## src/rtl/trs_dn_arbiter.sv

```systemverilog
`default_nettype none
// ============================================================================
// Module   : trs_dn_arbiter
// Purpose  : Merges two byte-download requesters into one RAM write port.
//            The CMD loader (A) and the raw ioctl path (B) each get a small
//            FIFO. A three-state issue engine drains the FIFOs round-robin
//            and spaces the one-cycle RAM strobes WR_GAP idle cycles apart.
//            A deferred execute request from A is released only after both
//            downloads have finished and the download window has closed.
// Ports    : clk_sys, reset             - clock, async active-high reset
//            a_active/a_wr/a_addr/a_data - requester A download stream
//            a_exec/a_exec_addr          - A execute request and jump target
//            b_active/b_wr/b_sel/b_addr/b_data - requester B download stream
//            a_wait/b_wait               - per-requester backpressure
//            dn_busy                     - RAM side cannot take a strobe
//            dn_go/dn_wr/dn_addr/dn_data - download window and RAM write
//            execute_enable/execute_addr - jump pulse and target to core
// Revision : 1.0 - initial release
// ============================================================================
module trs_dn_arbiter #(
    parameter int DEPTH  = 4,
    parameter int WR_GAP = 3
) (
    input  logic        clk_sys,
    input  logic        reset,
    input  logic        a_active,
    input  logic        a_wr,
    input  logic [15:0] a_addr,
    input  logic [7:0]  a_data,
    input  logic        a_exec,
    input  logic [15:0] a_exec_addr,
    output logic        a_wait,
    input  logic        b_active,
    input  logic        b_wr,
    input  logic        b_sel,
    input  logic [15:0] b_addr,
    input  logic [7:0]  b_data,
    output logic        b_wait,
    input  logic        dn_busy,
    output logic        dn_go,
    output logic        dn_wr,
    output logic [23:0] dn_addr,
    output logic [7:0]  dn_data,
    output logic        execute_enable,
    output logic [15:0] execute_addr
);

    localparam int c_PTR_W = $clog2(DEPTH);
    localparam int c_CNT_W = c_PTR_W + 1;
    localparam int c_GAP_W = (WR_GAP > 1) ? $clog2(WR_GAP) : 1;
    localparam int c_ENT_W = 25;  // {sel, addr[15:0], data[7:0]}

    localparam logic [c_CNT_W-1:0] c_FULL     = c_CNT_W'(DEPTH);
    localparam logic [c_CNT_W-1:0] c_WAIT_LVL = c_CNT_W'(DEPTH - 1);
    localparam logic [c_GAP_W-1:0] c_GAP_LAST = c_GAP_W'(WR_GAP - 1);

    // Index 0 is requester A, index 1 is requester B.
    logic [1:0]         wr_in;
    logic [c_ENT_W-1:0] ent_in [2];
    logic [c_ENT_W-1:0] head   [2];
    logic [1:0]         pop;
    logic [1:0]         not_empty;
    logic [1:0]         x_wait;

    assign wr_in     = {b_wr, a_wr};
    // A always targets CPU space, so its select bit is tied low.
    assign ent_in[0] = {1'b0, a_addr, a_data};
    assign ent_in[1] = {b_sel, b_addr, b_data};

    generate
        for (genvar r = 0; r < 2; r++) begin : g_fifo
            logic [c_ENT_W-1:0] mem_q [DEPTH];
            logic [c_PTR_W-1:0] rd_ptr_q;
            logic [c_PTR_W-1:0] wr_ptr_q;
            logic [c_CNT_W-1:0] cnt_q;
            logic [c_CNT_W-1:0] cnt_d;
            logic               wait_q;
            logic               push;

            // A full FIFO still accepts a byte when its head leaves this cycle.
            assign push = wr_in[r] && ((cnt_q != c_FULL) || pop[r]);

            always_comb begin
                cnt_d = cnt_q;
                if (push && !pop[r]) begin
                    cnt_d = cnt_q + 1'b1;
                end else if (!push && pop[r]) begin
                    cnt_d = cnt_q - 1'b1;
                end
            end

            always_ff @(posedge clk_sys or posedge reset) begin
                if (reset) begin
                    rd_ptr_q <= '0;
                    wr_ptr_q <= '0;
                    cnt_q    <= '0;
                    wait_q   <= 1'b0;
                end else begin
                    if (push) begin
                        wr_ptr_q <= wr_ptr_q + 1'b1;
                    end
                    if (pop[r]) begin
                        rd_ptr_q <= rd_ptr_q + 1'b1;
                    end
                    cnt_q  <= cnt_d;
                    // Raised one entry early so a requester sampling it late
                    // still has a free slot for its in-flight byte.
                    wait_q <= (cnt_d >= c_WAIT_LVL);
                end
            end

            always_ff @(posedge clk_sys) begin
                if (push) begin
                    mem_q[wr_ptr_q] <= ent_in[r];
                end
            end

            assign head[r]      = mem_q[rd_ptr_q];
            assign not_empty[r] = (cnt_q != '0);
            assign x_wait[r]    = wait_q;
        end
    endgenerate

    assign a_wait = x_wait[0];
    assign b_wait = x_wait[1];

    // ------------------------------------------------------------------
    // Issue engine
    // ------------------------------------------------------------------
    typedef enum logic [1:0] {
        ST_IDLE  = 2'd0,
        ST_ISSUE = 2'd1,
        ST_GAP   = 2'd2
    } state_t;

    state_t             state_q;
    logic [c_GAP_W-1:0] gap_cnt_q;
    logic               last_b_q;
    logic               dn_wr_q;
    logic [23:0]        dn_addr_q;
    logic [7:0]         dn_data_q;

    logic               any_pend;
    logic               issue;
    logic               grant_a;
    logic [c_ENT_W-1:0] gnt_ent;

    assign any_pend = |not_empty;
    // Issue decision is taken on the edge that enters ISSUE, so the strobe
    // cycle itself already presents the registered head.
    assign issue    = any_pend && !dn_busy &&
                      ((state_q == ST_IDLE) ||
                       ((state_q == ST_GAP) && (gap_cnt_q == c_GAP_LAST)));
    assign grant_a  = not_empty[0] && (!not_empty[1] || last_b_q);
    assign gnt_ent  = grant_a ? head[0] : head[1];
    assign pop[0]   = issue && grant_a;
    assign pop[1]   = issue && !grant_a;

    always_ff @(posedge clk_sys or posedge reset) begin
        if (reset) begin
            state_q   <= ST_IDLE;
            gap_cnt_q <= '0;
            last_b_q  <= 1'b1;
            dn_wr_q   <= 1'b0;
            dn_addr_q <= '0;
            dn_data_q <= '0;
        end else begin
            dn_wr_q <= issue;
            if (issue) begin
                dn_addr_q <= {7'h00, gnt_ent[24], gnt_ent[23:8]};
                dn_data_q <= gnt_ent[7:0];
                last_b_q  <= !grant_a;
            end
            case (state_q)
                ST_IDLE: begin
                    if (issue) begin
                        state_q <= ST_ISSUE;
                    end
                end
                ST_ISSUE: begin
                    state_q   <= ST_GAP;
                    gap_cnt_q <= '0;
                end
                ST_GAP: begin
                    if (gap_cnt_q == c_GAP_LAST) begin
                        gap_cnt_q <= '0;
                        state_q   <= issue ? ST_ISSUE : ST_IDLE;
                    end else begin
                        gap_cnt_q <= gap_cnt_q + 1'b1;
                    end
                end
                default: begin
                    state_q <= ST_IDLE;
                end
            endcase
        end
    end

    assign dn_wr   = dn_wr_q;
    assign dn_addr = dn_addr_q;
    assign dn_data = dn_data_q;

    // ------------------------------------------------------------------
    // Download window and deferred execute
    // ------------------------------------------------------------------
    logic        dn_go_q;
    logic        exec_pend_q;
    logic [15:0] exec_addr_q;
    logic        exec_en_q;
    logic [15:0] exec_out_q;
    logic        fire;

    assign fire = exec_pend_q && !dn_go_q && !a_active && !b_active;

    always_ff @(posedge clk_sys or posedge reset) begin
        if (reset) begin
            dn_go_q     <= 1'b0;
            exec_pend_q <= 1'b0;
            exec_addr_q <= '0;
            exec_en_q   <= 1'b0;
            exec_out_q  <= '0;
        end else begin
            dn_go_q   <= a_active || b_active || any_pend || (state_q != ST_IDLE);
            exec_en_q <= fire;
            if (fire) begin
                exec_out_q <= exec_addr_q;
            end
            // A fresh request wins over a release in the same cycle.
            if (a_exec) begin
                exec_pend_q <= 1'b1;
                exec_addr_q <= a_exec_addr;
            end else if (fire) begin
                exec_pend_q <= 1'b0;
            end
        end
    end

    assign dn_go          = dn_go_q;
    assign execute_enable = exec_en_q;
    assign execute_addr   = exec_out_q;

endmodule
`default_nettype wire

```

## config.mk

```make
export PLATFORM = sky130hd
export DESIGN_NAME = trs_dn_arbiter
export DESIGN_NICKNAME = d
export VERILOG_FILES = /design/src/rtl/trs_dn_arbiter.sv
export SDC_FILE = /design/constraint.sdc
export NUM_CORES = 1
export LEC_CHECK = 0
export ABC_AREA = 1
export BUFFER_PORTS_ARGS = -buffer_cell sky130_fd_sc_hd__buf_2
export CAP_MARGIN = 30
export CORE_MARGIN = 2
export CORE_UTILIZATION = 55
export CTS_CLUSTER_SIZE = 20
export DETAILED_ROUTE_END_ITERATION = 12
export GPL_TIMING_DRIVEN = 0
export PLACE_DENSITY = 0.78
export SETUP_SLACK_MARGIN = 0.5
export SKIP_LAST_GASP = 1
export SLEW_MARGIN = 15
export SYNTH_ARGS = -nofsm -noshare
export SYNTH_HDL_FRONTEND = slang
export SYNTH_SLANG_ARGS = --single-unit
```

## constraint.sdc

```tcl
create_clock -name clk_sys -period 7.5 [get_ports clk_sys]
set_input_delay 1.5 -clock clk_sys [delete_from_list [all_inputs] [get_ports clk_sys]]
set_output_delay 1.5 -clock clk_sys [all_outputs]
set_load 0.01 [all_outputs]
```

==> impl_results.md, run 1 <==
* Congestion Overflow GR at 0
* Ys flop type: edfxtp_1
* DIE AREA at 21500 µm²
* Avg Cell Area, Syn at 12.2 µm²
* Fmax at 0.348 GHz
* Residual DRC at 0
* Status: completed
* Min cycle time layout at 2.88 ns
* Sink Count at 278
* Port bufs at 118
* Die Ht at 147 µm
* Setup Skew at ~0.02 ns
* Synth warn at 0
* DR vias/cell at 5.46
* Final setup viols at 0
* # resized after CTS at 0
* Yosys cell types at 37
* Initial drt markers at 554
* GRT Util Overall at 23.1%
* IO Pins at 126
* Final GP Congestion at 0.855
* First-pass GRT wire length at a little under 40000 µm
* # diodes at 0
* Most frequent CP cell: nand2_4
* CP Capture Type: flip-flop
* Seq/Total Area, Yosys at 71.0%
* Post-DRT Antenna Nets at 0
* Top Family by Delay on Critical Path: simple AND/OR/NAND/NOR gates
* Number of global-route vias before repair at 7243
* Crit Path Max Fanout at 24
* Layout area overhead at 17.9%
* Ys async rst share at between 20% and 30%
* Largest net degree at the start of global routing at 55
* Post-CTS Setup Bufs at 0
* EDFF count, synth at between 150 and 200
* CP max stage delay at 0.67 ns
* Cell Rows at 52
* Power per cell area at 399 nW/µm²
* TritonRoute pass-1 iters at 5
* Initial core utilization at roughly 56%
* Final period utilization at about two fifths
* Post-layout util at 65.6%
* RSZ-0062 raised after global routing: false
* CTS clock-pin slew for the worst setup and hold paths at around 0.060 ns
* Slew headroom at 43.8%
* Core area at 20100 µm²
* Peak VDD IR at 0.274 mV
* Worst Path Arrival at 3.04 ns
* Width of the die at 147 µm
* CP Buf/Inv Count at 3
* WL per Instance at 18.2 µm
* Max cap viols at 0
* Final hold violations at 0
* Setup crit start kind: primary input
* TritonCTS Buffers at 28
* WL final at between 20000 and 25000 µm
* Initial antenna violation count at 0
* Area of the mapped netlist at around 11000 µm²
* Crit-path slowest cell: nor2_4
* Via count at 7462
* Cells along the critical path: buf_2 -> inv_1 -> nand2_4 -> nor2_8 -> nand2_4 -> inv_2 -> o21ai_4 -> nor2_4
* CTS Hold Bufs at 0
* Setup TNS at 0 ns
* DP HPWL at 16000 µm
* Crit path kind: primary input to flip-flop
* Filler cell count at between 1000 and 1500
* Required time worst endpoint at 7.66 ns
* Worst min path class: flip-flop to flip-flop
* Pin slew with the least headroom to its limit at 0.842 ns
* Clk Tree Root Cell: clkbuf_16
* CTS H-tree lvls at 1
* Share of cells above drive strength 1 at 21.6%
* Slew Limit Fails at 0
* Lkg Pwr at 5.39 nW
* Post-synthesis cell count at 917
* Final net count at 1166
* CTS tree: done
* Clk_lat worst skew at around 0.55 ns
* Post-synthesis register bit count at 278
* Clk buf depth at 3
## cell type report
type	instances	area [µm²]	area share, %
clock inverter	17	174	1.32
buffer	54	275	2.09
inverter	63	239	1.81
multi-input combinational	528	2820	21.4
sequential	278	7940	60.2
tap	270	338	2.56
timing repair buffer	122	673	5.10
clock buffer	35	737	5.59
## kinds of logic after synthesis
family          count (synthesis)  synth area share, %
simple gates                  297                 11.0
flops                         278                 71.0
compound gates                198                 10.8
buf+inv                       117                 4.57
fa+ha+maj                      18                 2.01
xor+xnor                        8                0.626
other cells                     1               0.0335
## state kept, by name (all words and copies together), names as in the netlist
register         cells
g_fifo.mem_q       196
dn_addr             17
exec_addr_q         16
execute_addr        16
dn_data              8
g_fifo.cnt_q         6
g_fifo.rd_ptr_q      4
g_fifo.wr_ptr_q      4
gap_cnt_q            2
state_q              2
a_wait               1
b_wait               1
dn_go                1
dn_wr                1
exec_pend_q          1
execute_enable       1
last_b_q             1
## stage by stage
| step | cells | cell area [µm²] | power (mW) | hold WS [ns] | worst slack [ns] |
|---|---|---|---|---|---|
| 2_1_floorplan | 923 | 11200 | 3.31 | 0.473 | 3.89 |
| 3_3_place_gp | 1311 | 12100 | 3.81 | 0.440 | 2.66 |
| 3_5_place_dp | 1315 | 12300 | 3.91 | 0.459 | 4.06 |
| 4_1_cts | 1367 | 13200 | 5.28 | 0.476 | 4.62 |
| 5_1_grt | 1367 | 13200 | 5.56 | 0.495 | 4.49 |
| 6_report | 1367 | 13200 | 5.27 | 0.470 | 4.62 |
## cells in the final DEF, fill, tap and decap left out, types with 5 or more instances in the layout
master | netlist | routed
nand4_1 | 5 | 5
buf_4 | 9 | 9
nand2_1 | 190 | 190
conb_1 | 1 | 7
nand2_2 | 7 | 7
o311ai_1 | 7 | 7
inv_2 | 11 | 11
clkbuf_16 | 0 | 28
o21ai_0 | 90 | 90
nor2_4 | 0 | 8
clkinv_1 | 0 | 6
dfrtp_1 | 81 | 81
clkbuf_1 | 27 | 33
edfxtp_1 | 196 | 196
o22ai_1 | 25 | 25
buf_2 | 13 | 131
inv_1 | 52 | 51
nor2_1 | 76 | 68
nand3_1 | 8 | 8
o311ai_0 | 5 | 5
ha_1 | 18 | 18
a21oi_1 | 52 | 52
o311ai_2 | 10 | 10
## final timing paths
kind	startpoint	endpoint	slack, ns	cells after the start
setup reg to reg	state_q[0]	g_fifo[0].mem_q[0][17]	4.89	10
setup / recovery	dn_busy	g_fifo[0].mem_q[0][17]	4.62	8
hold / removal	dn_go	execute_enable	0.47	1
hold reg to reg	dn_go	execute_enable	0.47	1
min in group asynchronous	reset	dn_addr[2]	0.97	2
max in group asynchronous	reset	last_b_q	5.86	3
## cells in the mapped netlist, types with 10 or more instances
cell type  number  area [µm²]
o21ai_0        90         450
buf_2          13        65.1
nand2_1       190         713
o311ai_2       10         163
clkbuf_1       27         101
a21oi_1        52         260
inv_1          52         195
inv_2          11        41.3
edfxtp_1      196        5890
nor2_1         76         285
o22ai_1        25         156
ha_1           18         225
dfrtp_1        81        2030
## power breakdown
group          switching [mW]  internal [mW]  leakage (nW)
registers               0.129           2.04          2.80
logic                    1.17          0.560          2.14
clock network           0.565          0.801         0.442
total                    1.87           3.40          5.39
## routing by layer
layer | wire, µm | track usage, % | vias to the layer above
li1 | - | - | 3487
met1 | 10000 | 31.0 | 3557
met2 | 11700 | 37.8 | 348
met3 | 1860 | 2.94 | 70
met4 | 1290 | 11.5 | 0
met5 | 0 | 0 | -
Power figures use the tool's default switching activity.
==> run 2: changes to the inputs <==
==> constraint.sdc (replaced) <==
create_clock -name clk_sys -period 2.8 [get_ports clk_sys]
set_input_delay 0.56 -clock clk_sys [delete_from_list [all_inputs] [get_ports clk_sys]]
set_output_delay 0.56 -clock clk_sys [all_outputs]
set_load 0.01 [all_outputs]
==> impl_results.md, run 2 (same netlist as run 1, synthesis figures left out) <==
* WL per Instance at 19.0 µm
* Fin Hold WS at slightly below 0.1 ns
* Fmax at 0.451 GHz
* Most frequent CP cell: nor2_2
* DIE AREA at 21500 µm²
* Share of cells above drive strength 1 at 23.6%
* Final non-filler cell area at about 14000 µm²
* Final period utilization at 79.1%
* RSZ-0062 raised after global routing: true
* Initial antenna violation count at 0
* CP max stage delay at ~0.38 ns
* Crit path kind: flip-flop to flip-flop
* CTS clock-pin slew for the worst setup and hold paths at roughly 0.060 ns
* Via count at 7740
* Placed Instances at about 1300
* Power per cell area at 1070 nW/µm²
* Final GP Congestion at between 0.7 and 0.8
* Setup Skew at 0.0253 ns
* Non-filler instance count after layout at around 1400
* GRT Util Overall at about a quarter
* Die Ht at 147 µm
* First-pass GRT wire length at 40500 µm
* DP HPWL at approximately 16000 µm
* IO Pins at ~130
* Cells along the critical path: inv_1 -> ha_1 -> nand2_2 -> nor2_2 -> nor2_2 -> nand3_2 -> inv_2 -> o21ai_4 -> buf_4 -> nor2_4
* Width of the die at 147 µm
* Crit Path Max Fanout at 13
* Required time worst endpoint at approximately 3 ns
* Post-DRT Antenna Nets at 0
* Clk_lat worst skew at 0.56 ns
* Cell Rows at 52
* Slew headroom at 55.6%
* DR vias/cell at 5.54
* Status: completed
* Commonest non-fill, non-tap cells in the layout: 196 x edfxtp_1, 190 x nand2_1, 131 x buf_2, 90 x o21ai_0, 81 x dfrtp_1
* Worst setup margin at 0.584 ns
* Setup TNS at 0 ns
* Residual DRC at 0
* CP Launch Point: g_fifo[0].cnt_q[0]
* CTS Hold Bufs at 0
* Pin slew with the least headroom to its limit at 0.666 ns
* Final total power at roughly 14 mW
* Sink Count at 278
* Initial drt markers at roughly 830
* Final net count at 1196
* Max cap viols at 0
* CTS H-tree lvls at 1
* Clk Tree Root Cell: clkbuf_16
* Port bufs at 118
* CTS tree: done
* Setup WS pre-CTS at 0.144 ns
* Congestion Overflow GR at 0
* Slew Limit Fails at 0
* RR Startpoint: g_fifo[0].cnt_q[0]
* Commonest non-fill, non-tap cell in the layout: edfxtp_1
* Worst min path class: primary input to async pin
* Final setup viols at 0
* Peak VDD IR at between 0.6 and 0.7 mV
* Worst Path Arrival at 2.40 ns
* TritonRoute pass-1 iters at 6
* Dpl cell area at 12300 µm²
* Max FFs per register at 196
* Clk buf depth at 3
* Layout area overhead at 20.9%
* CP Capture Type: flip-flop
* WL final at about 27000 µm
* TritonCTS Buffers at 27
* Final hold violations at 0
* Largest net degree at the start of global routing at 35
* CP Buf/Inv Count at 3
* Min cycle time layout at 2.22 ns
* Crit-path slowest cell: dfrtp_1
* Top Family by Delay on Critical Path: simple AND/OR/NAND/NOR gates
* Post-layout util at 67.3%
* Lkg Pwr at 5.53 nW
* Core area at 20100 µm²
* Top reg by flops: g_fifo.mem_q
* Initial core utilization at 55.7%
* Setup crit start kind: flip-flop
* Number of global-route vias before repair at 7420
## run 2: cell types whose count changed in the layout (fill, tap and decap cells not counted), moves of 4 or more
cell | before | now
buf_4 | 9 | 27
buf_12 | 2 | 9
nor2_4 | 8 | 13
clkbuf_1 | 33 | 38
clkinv_1 | 6 | 2
## run 2: power breakdown
group | internal, mW | switching, mW
Combinational | 1.70 | 3.33
Sequential | 5.46 | 0.358
Clock | 2.10 | 1.50
## run 2: cell type report
class	instances	area [µm²]
inverter	63	245
antenna	1	2.50
buffer	54	275
tap	270	338
sequential	278	7940
clock inverter	10	140
clock buffer	39	731
multi-input combinational	534	2900
timing repair buffer	147	961
fill	1409	6580
## run 2: worst register-to-register path, cell delays in order (launching register included)
cell,delay [ns]
dfrtp_1,0.38
inv_1,0.10
ha_1,0.25
nand2_2,0.10
nor2_2,0.05
nor2_2,0.12
nand3_2,0.11
inv_2,0.11
o21ai_4,0.12
buf_4,0.17
nor2_4,0.37
## run 2: metal layers
| metal | up-vias | GRT usage (%) | part of all wire [%] | wire length [µm] |
|---|---|---|---|---|
| met4 | 0 | 10.7 | 4.3 | 1140 |
| li1 | 3558 | - | - | - |
| met1 | 3745 | 34.3 | 40 | 10700 |
| met3 | 72 | 3.53 | 8.3 | 2210 |
| met2 | 365 | 39.3 | 47 | 12500 |
| met5 | - | 0 | 0 | 0 |
## run 2: final timing paths
check,end,slack [ns],depth (start not counted)
setup / recovery,g_fifo[1].mem_q[2][22],0.58,10
hold / removal,exec_addr_q[14],0.1,2
setup reg to reg,g_fifo[1].mem_q[2][22],0.58,10
hold reg to reg,execute_enable,0.45,1
max in group asynchronous,last_b_q,2.07,3
min in group clk_sys,g_fifo[1].mem_q[2][23],0.22,1
## run 2: timing repair
item | CTS | global route
setup endpoints to repair | 134 | 113
buffers inserted | 19 | 5
pin swaps | 11 | 3
resized for setup | 5 | 5
gates cloned | 6 | 0
hold endpoints to repair | 0 | 0
